<file path="config.mk">
export PLATFORM = sky130hd
export DESIGN_NAME = pe_array_drain_flat
export DESIGN_NICKNAME = d
export VERILOG_FILES = /design/src/rtl/pe_array_drain_pkg.sv /design/src/rtl/pe_array_drain_if.sv /design/src/rtl/pe_array_drain_requant.sv /design/src/rtl/pe_array_drain.sv /design/src/flat_wrapper.sv
export SDC_FILE = /design/constraint.sdc
export NUM_CORES = 2
export LEC_CHECK = 0
export CORE_MARGIN = 2
export CORE_UTILIZATION = 25
export CTS_CLUSTER_DIAMETER = 100
export CTS_CLUSTER_SIZE = 40
export DETAILED_ROUTE_END_ITERATION = 8
export PLACE_DENSITY_LB_ADDON = 0.12
export SLEW_MARGIN = 20
export SYNTH_ARGS = -nofsm -noshare
export SYNTH_HDL_FRONTEND = slang
export SYNTH_SLANG_ARGS = --single-unit
</file>
<file path="constraint.sdc">
create_clock -name clk -period 9.4 [get_ports clk]
set_input_delay 1.41 -clock clk [delete_from_list [all_inputs] [get_ports clk]]
set_output_delay 1.41 -clock clk [all_outputs]
set_load 0.1 [all_outputs]
</file>
<file path="src/rtl/pe_array_drain_pkg.sv">
// Shared definitions for the PE array drain: default widths, drain FSM state
// encoding and the signed saturation bounds for the default activation width.
package pe_array_pkg;

  localparam int DEF_ACTIVATION_WIDTH  = 16;
  localparam int DEF_ACCUMULATOR_WIDTH = 40;
  localparam int DEF_ARRAY_X           = 4;
  localparam int DEF_ARRAY_Y           = 4;
  localparam int DEF_ADDR_WIDTH        = 16;

  typedef enum logic [1:0] {
    IDLE  = 2'd0,
    DRAIN = 2'd1,
    DONE  = 2'd2
  } drain_state_t;

  localparam int ACT_MAX = (2 ** (DEF_ACTIVATION_WIDTH - 1)) - 1;
  localparam int ACT_MIN = -(2 ** (DEF_ACTIVATION_WIDTH - 1));

endpackage

</file>
<file path="src/rtl/pe_array_drain_if.sv">
// Output buffer write port: valid/ready handshake with address and data.
// master = drain side, slave = output SRAM side.
interface pe_array_drain_if #(
  parameter int addr_width       = 16,
  parameter int activation_width = 16
);
  logic                               wr_valid;
  logic                               wr_ready;
  logic [addr_width-1:0]              wr_addr;
  logic signed [activation_width-1:0] wr_data;

  modport master (output wr_valid, output wr_addr, output wr_data, input wr_ready);
  modport slave  (input wr_valid, input wr_addr, input wr_data, output wr_ready);
endinterface

</file>
<file path="src/rtl/pe_array_drain_requant.sv">
// Combinational requantizer: arithmetic right shift (floor), optional ReLU,
// then signed saturation to activation_width.
// Build option: RELU_EN clamps negative shifted values to zero before saturation.
module pe_requant_sat
  import pe_array_pkg::*;
#(
  parameter int activation_width  = DEF_ACTIVATION_WIDTH,
  parameter int accumulator_width = DEF_ACCUMULATOR_WIDTH
) (
  input  logic signed [accumulator_width-1:0]       acc,
  input  logic        [$clog2(accumulator_width)-1:0] shift,
  output logic signed [activation_width-1:0]        q
);

  localparam logic signed [accumulator_width-1:0] SAT_MAX =
    {{(accumulator_width-activation_width+1){1'b0}}, {(activation_width-1){1'b1}}};
  localparam logic signed [accumulator_width-1:0] SAT_MIN =
    {{(accumulator_width-activation_width+1){1'b1}}, {(activation_width-1){1'b0}}};

  logic signed [accumulator_width-1:0] shifted;
  logic signed [accumulator_width-1:0] clipped;

  assign shifted = acc >>> shift;

  // optional rectification followed by clamp into the activation range
  always_comb begin
`ifdef RELU_EN
    clipped = shifted[accumulator_width-1] ? '0 : shifted;
`else
    clipped = shifted;
`endif
    if (clipped > SAT_MAX)      q = SAT_MAX[activation_width-1:0];
    else if (clipped < SAT_MIN) q = SAT_MIN[activation_width-1:0];
    else                        q = clipped[activation_width-1:0];
  end

endmodule

</file>
<file path="src/rtl/pe_array_drain.sv">
// PE array accumulator drain. On start, snapshots the whole accumulator grid,
// pulses pe_clear once, then streams requantized elements in x-major order
// to the output buffer write port at base_addr + idx (address wraps).
// Build option: RELU_EN (see pe_requant_sat) zeroes negative results.
//
// state | meaning
// IDLE  | waiting for start; write port idle
// DRAIN | presenting element idx, advancing on each handshake
// DONE  | one-cycle done pulse, busy already low
module pe_array_drain
  import pe_array_pkg::*;
#(
  parameter int activation_width  = DEF_ACTIVATION_WIDTH,
  parameter int accumulator_width = DEF_ACCUMULATOR_WIDTH,
  parameter int array_x           = DEF_ARRAY_X,
  parameter int array_y           = DEF_ARRAY_Y,
  parameter int addr_width        = DEF_ADDR_WIDTH
) (
  input  logic                                   clk,
  input  logic                                   rstn,
  input  logic                                   start,
  input  logic        [addr_width-1:0]           base_addr,
  input  logic        [$clog2(accumulator_width)-1:0] shift,
  input  logic signed [accumulator_width-1:0]    acc_in [array_x][array_y],
  output logic                                   pe_clear,
  pe_array_drain_if.master                       wr,
  output logic                                   busy,
  output logic                                   done
);

  localparam int N     = array_x * array_y;
  localparam int IDX_W = $clog2(N);
  localparam int SH_W  = $clog2(accumulator_width);
  localparam logic [IDX_W-1:0] LAST = IDX_W'(N - 1);

  localparam logic [1:0] S_IDLE  = IDLE;
  localparam logic [1:0] S_DRAIN = DRAIN;
  localparam logic [1:0] S_DONE  = DONE;

  logic [1:0]                          state;
  logic [IDX_W-1:0]                    idx;
  logic [addr_width-1:0]               base_q;
  logic [SH_W-1:0]                     shift_q;
  logic signed [accumulator_width-1:0] snap [N];
  logic signed [activation_width-1:0]  q_w;

  // snapshot bank: flattened x-major so idx selects the element directly
  for (genvar gx = 0; gx < array_x; gx++) begin : g_x
    for (genvar gy = 0; gy < array_y; gy++) begin : g_y
      // capture one accumulator when a drain is accepted
      always_ff @(posedge clk or negedge rstn) begin
        if (!rstn)                           snap[gx*array_y+gy] <= '0;
        else if (state == S_IDLE && start)   snap[gx*array_y+gy] <= acc_in[gx][gy];
      end
    end
  end

  // drain sequencing, handshake tracking and status pulses
  always_ff @(posedge clk or negedge rstn) begin
    if (!rstn) begin
      state       <= S_IDLE;
      idx         <= '0;
      base_q      <= '0;
      shift_q     <= '0;
      pe_clear    <= 1'b0;
      wr.wr_valid <= 1'b0;
      busy        <= 1'b0;
      done        <= 1'b0;
    end else begin
      pe_clear <= 1'b0;
      done     <= 1'b0;
      case (state)
        S_IDLE: begin
          if (start) begin
            state       <= S_DRAIN;
            idx         <= '0;
            base_q      <= base_addr;
            shift_q     <= shift;
            pe_clear    <= 1'b1;
            wr.wr_valid <= 1'b1;
            busy        <= 1'b1;
          end
        end
        S_DRAIN: begin
          if (wr.wr_ready) begin
            if (idx == LAST) begin
              state       <= S_DONE;
              wr.wr_valid <= 1'b0;
              busy        <= 1'b0;
              done        <= 1'b1;
            end else begin
              idx <= idx + IDX_W'(1);
            end
          end
        end
        S_DONE: begin
          state <= S_IDLE;
          idx   <= '0;
        end
        default: state <= S_IDLE;
      endcase
    end
  end

  pe_requant_sat #(
    .activation_width (activation_width),
    .accumulator_width(accumulator_width)
  ) u_requant (
    .acc  (snap[idx]),
    .shift(shift_q),
    .q    (q_w)
  );

  assign wr.wr_data = q_w;
  assign wr.wr_addr = base_q + {{(addr_width-IDX_W){1'b0}}, idx};

endmodule

</file>
<file path="src/flat_wrapper.sv">
// flat-port wrapper written by rule: the top's interface ports become plain ports
module pe_array_drain_flat import pe_array_pkg::*;
#(
  parameter int activation_width  = DEF_ACTIVATION_WIDTH,
  parameter int accumulator_width = DEF_ACCUMULATOR_WIDTH,
  parameter int array_x           = DEF_ARRAY_X,
  parameter int array_y           = DEF_ARRAY_Y,
  parameter int addr_width        = DEF_ADDR_WIDTH
)
  (clk, rstn, start, base_addr, shift, acc_in, pe_clear, busy, done, wr_wr_valid, wr_wr_addr, wr_wr_data, wr_wr_ready);
  pe_array_drain_if #(.addr_width(addr_width), .activation_width(activation_width)) wr_i ();
  input  logic clk;
  input  logic rstn;
  input  logic start;
  input  logic        [addr_width-1:0] base_addr;
  input  logic        [$clog2(accumulator_width)-1:0] shift;
  input  logic signed [accumulator_width-1:0] acc_in[array_x][array_y];
  output logic pe_clear;
  output logic busy;
  output logic done;
  output wire logic [$bits(wr_i.wr_valid)-1:0] wr_wr_valid;
  output wire logic [$bits(wr_i.wr_addr)-1:0] wr_wr_addr;
  output wire logic [$bits(wr_i.wr_data)-1:0] wr_wr_data;
  input wire logic [$bits(wr_i.wr_ready)-1:0] wr_wr_ready;
  assign wr_wr_valid = wr_i.wr_valid;
  assign wr_wr_addr = wr_i.wr_addr;
  assign wr_wr_data = wr_i.wr_data;
  assign wr_i.wr_ready = wr_wr_ready;
  pe_array_drain #(.activation_width(activation_width), .accumulator_width(accumulator_width), .array_x(array_x), .array_y(array_y), .addr_width(addr_width)) u_core (.clk(clk), .rstn(rstn), .start(start), .base_addr(base_addr), .shift(shift), .acc_in(acc_in), .pe_clear(pe_clear), .wr(wr_i), .busy(busy), .done(done));
endmodule
</file>
==> impl_metrics.py <==
metrics = {
    "yosys": {
        "ys_seq_elements": 671,
        "synth_top_area_share_pct": 48.9,
        "ys_types": 97,
        "syn_nets": 4537,
        "ys_top_cells_by_area": "dfrtp_1 (49%), nand2_1 (23%), mux4_2 (9.0%)",
        "yosys.area.top_type": "dfrtp_1",
        "yosys_warnings": 0,
        "synth_area_per_cell_um2": 8.89,
        "synth_cells": 3865,
        "synth-seq-area-share_pct": 48.9,
        "synth-async-reset-ratio_pct": 100,
        "syn-cell-area_um2": 34400,
        "synth-main-ff-cell": "dfrtp_1",
        "synth_edf_count": 0,
    },
    "clocking": {
        "cts.sinks": 671,
        "postCtsSetupRepairBufs": 0,
        "cts_resized": 0,
        "clkLatencyLatePin_ns": 0.67,
        "numCtsBuffers": 39,
        "clk_pin_slew_ns": 0.10,
        "hold_buffers": 0,
        "cts_tree": "done",
        "clock_path_buffers": 3,
        "cts_htree_levels": 2,
        "clockRootBuffer": "clkbuf_16",
    },
    "floorplanning": {
        "die_h_um": 375,
        "fp.dieArea_um2": 140000,
        "io_pins": 702,
        "rows": 136,
        "initial_core_util_pct": 25.1,
        "coreArea_um2": 137000,
        "die_x_um": 375,
    },
    "critical_path": {
        "r2r-end": "u_core.snap[146]",
        "worstSetupPathType": "reg -> out",
        "cp-start-kind": "flop",
        "critPathMaxFanout": 27,
        "cp-end-kind": "output pin",
        "cp_cell_sequence": "buf_4, nor2b_4, a22oi_1, a32oi_1, a21oi_1, nor4_1, mux2i_1, nor4_1, o211ai_1, o211ai_1, o211ai_2, or3_1, buf_4",
        "crit_start": "u_core.idx[2]",
        "rrSetupSlack_ns": 5.68,
        "reg2reg_depth": 7,
        "cpPeakStageDelay_ns": 0.78,
        "slowest_stage": "dfrtp_4",
        "cp_data_arrival_time_ns": 6.55,
        "worstPathRequired_ns": 7.99,
        "r2r_start": "u_core.state[0]",
        "endpoint": "wr_wr_data[8]",
    },
    "hold_path": {
        "hold_path_class": "reg -> reg",
    },
    "cells_and_area": {
        "nets": 5072,
        "fin_area_um2": 44400,
        "fillerInstances": 14400,
        "syn_to_final_growth_pct": 29.3,
        "fin_cells": 6241,
        "drive_gt1_share_pct": 7.79,
    },
    "global_routing": {
        "grt_pass1_vias": 30300,
        "grtUsageTotal_pct": 20.7,
        "overflow": 0,
        "grt_start_max_net_pins": 192,
        "grt_antenna_before_repair": 37,
        "grt_pass1_wl_mm": 215,
    },
    "timing": {
        "drv_slew": 0,
        "fin_tns_setup_ns": 0,
        "setup_violations": 0,
        "hold_viol": 0,
        "final.period_utilization_pct": 84.6,
        "tightest_slew_ns": 1.13,
        "relSlewSlack_pct": 24.4,
        "rsz0062_at_grt": "no",
        "min_period_ns": 7.96,
        "fmax_mhz": 126,
        "skew_ns": 0.0527,
    },
    "placement": {
        "dp.cells": 6151,
        "place_congestion": 0.870,
        "io_buffers": 701,
        "placed_cell_area_um2": 42800,
        "dp_hpwl_mm": 110,
    },
    "routing": {
        "vias_per_cell": 4.72,
        "num_vias": 29500,
        "ant_nets": 0,
        "drc": 0,
        "routed_wl_mm": 149,
        "drtIter0Drc": 2368,
        "detail_route.wl_per_cell_um": 23.8,
        "firstDrtPassIters": 7,
    },
    "power": {
        "irDropWorstVdd_uv": 449,
        "powerDensity_nw_per_um2": 394,
        "leakagePower_nw": 20.8,
    },
    "job": {
        "maxCapViolations": 0,
    },
    "status": {
        "status": "finished clean",
    },
}
## routing by layer
metal	wire [um]	GRT usage (%)	part of all wire, %	vias to the layer above
met1	65600	27.8	44	14700
li1	-	-	-	13900
met3	8840	4.46	5.9	135
met5	174	0	0.12	-
met2	71100	33.9	48	761
met4	2950	5.22	2.0	28
## worst max-delay path, delay by kind of cell, from the launching register on
family                 cells  cell delay, ns
and+or+nand+nor            4            2.20
buffers and inverters      2            0.75
DFF                        1            0.78
muxes                      1            0.32
AOI/OAI and AO/OA          6            1.82
## cells in the mapped netlist (15+ instances only)
cell type	n
mux4_2	137
dfrtp_1	671
mux2i_1	120
nand4_1	17
o22ai_1	16
o211ai_1	20
a22oi_1	46
o21ai_0	50
buf_4	15
nand3_1	40
mux2_2	27
nor3_1	15
nor2_1	58
buf_2	17
a21oi_1	40
a211oi_1	15
clkbuf_1	185
a21o_1	16
inv_1	15
nand2_1	2088
## stage by stage
step / setup slack, ns / utilization [%] / hold slack, ns / power (mW)
final: 1.44 / 32.4 / 0.478 / 17.5
after floorplan: 3.93 / - / 0.437 / 11.8
after CTS: 1.39 / 32.4 / 0.481 / 17.6
after global routing: 1.08 / 32.4 / 0.497 / 18.7
after global placement: 2.23 / 31.3 / 0.453 / 15.4
after detailed placement: 2.11 / 31.3 / 0.457 / 15.4
## cell families (layout without fill, tap and decap cells)
group | after synthesis | after routing | share of synthesized area, %
flip-flops | 671 | 671 | 48.9
AND/OR/NAND/NOR | 2284 | 2284 | 25.9
adder cells (fa/ha/maj) | 6 | 6 | 0.240
multiplexers | 292 | 292 | 13.9
AO/OA/AOI/OAI | 324 | 324 | 6.89
XOR/XNOR | 14 | 14 | 0.357
other | 0 | 16 | 0
buffers and inverters | 274 | 840 | 3.88
## layout by cell type, fill, tap and decap left out, types with 7 or more instances in the layout
master           instances
mux4_2                 137
dfrtp_1                666
mux2i_1                120
and3_1                  10
a22o_1                   8
diode_2                 16
a21o_1                  16
a221oi_1                 7
a32oi_1                 11
inv_6                    7
a211oi_1                15
clkdlybuf4s50_1        685
buf_4                   50
nand4_1                 17
nand2_1               2088
o211ai_1                20
and2_1                  12
nand3_1                 40
o22ai_1                 16
a21oi_1                 40
a31oi_1                 13
nor2_1                  57
xnor2_1                 11
a22oi_1                 46
o21ai_0                 50
nor3_1                  15
buf_12                  10
clkbuf_16               40
o21a_1                   9
mux2_2                  27
inv_1                   14
## power breakdown
group          internal, mW  leakage (nW)  total, mW  switching [mW]
sequential             4.23          8.35       5.13           0.904
clock                 0.900         0.711       2.20            1.30
combinational          3.57          11.8       10.2            6.61
total                  8.69          20.8       17.5            8.81
## how the worst min path moves through the flow
stage	startpoint	to	slack, ns	cells after the start
2_1_floorplan	u_core.snap[499]	u_core.snap[499]	0.44	2
3_3_place_gp	u_core.snap[384]	u_core.snap[384]	0.45	2
3_5_place_dp	u_core.snap[577]	u_core.snap[577]	0.46	2
4_1_cts	u_core.snap[2]	u_core.snap[2]	0.48	2
5_1_grt	u_core.snap[2]	u_core.snap[2]	0.50	2
6_report	u_core.snap[488]	u_core.snap[488]	0.48	2
## final cells by class
type                       count  area, um^2  area share [%]
inverter                      20        83.8           0.189
tap                         1794        2240            5.05
antenna                       16        40.0          0.0901
clock inverter                31         490            1.10
multi-input combinational   2920       16300            36.6
sequential                   671       16800            37.8
timing repair buffer         748        7480            16.8
clock buffer                  41        1010            2.28
## state kept, by name, indices dropped and copies added, names as in the netlist
register / flops
u_core.pe_clear: 1
u_core.busy: 1
u_core.state: 2
u_core.snap: 640
u_core.done: 1
u_core.base_q: 16
u_core.shift_q: 6
u_core.idx: 4
(Power assumes the default switching activity.)
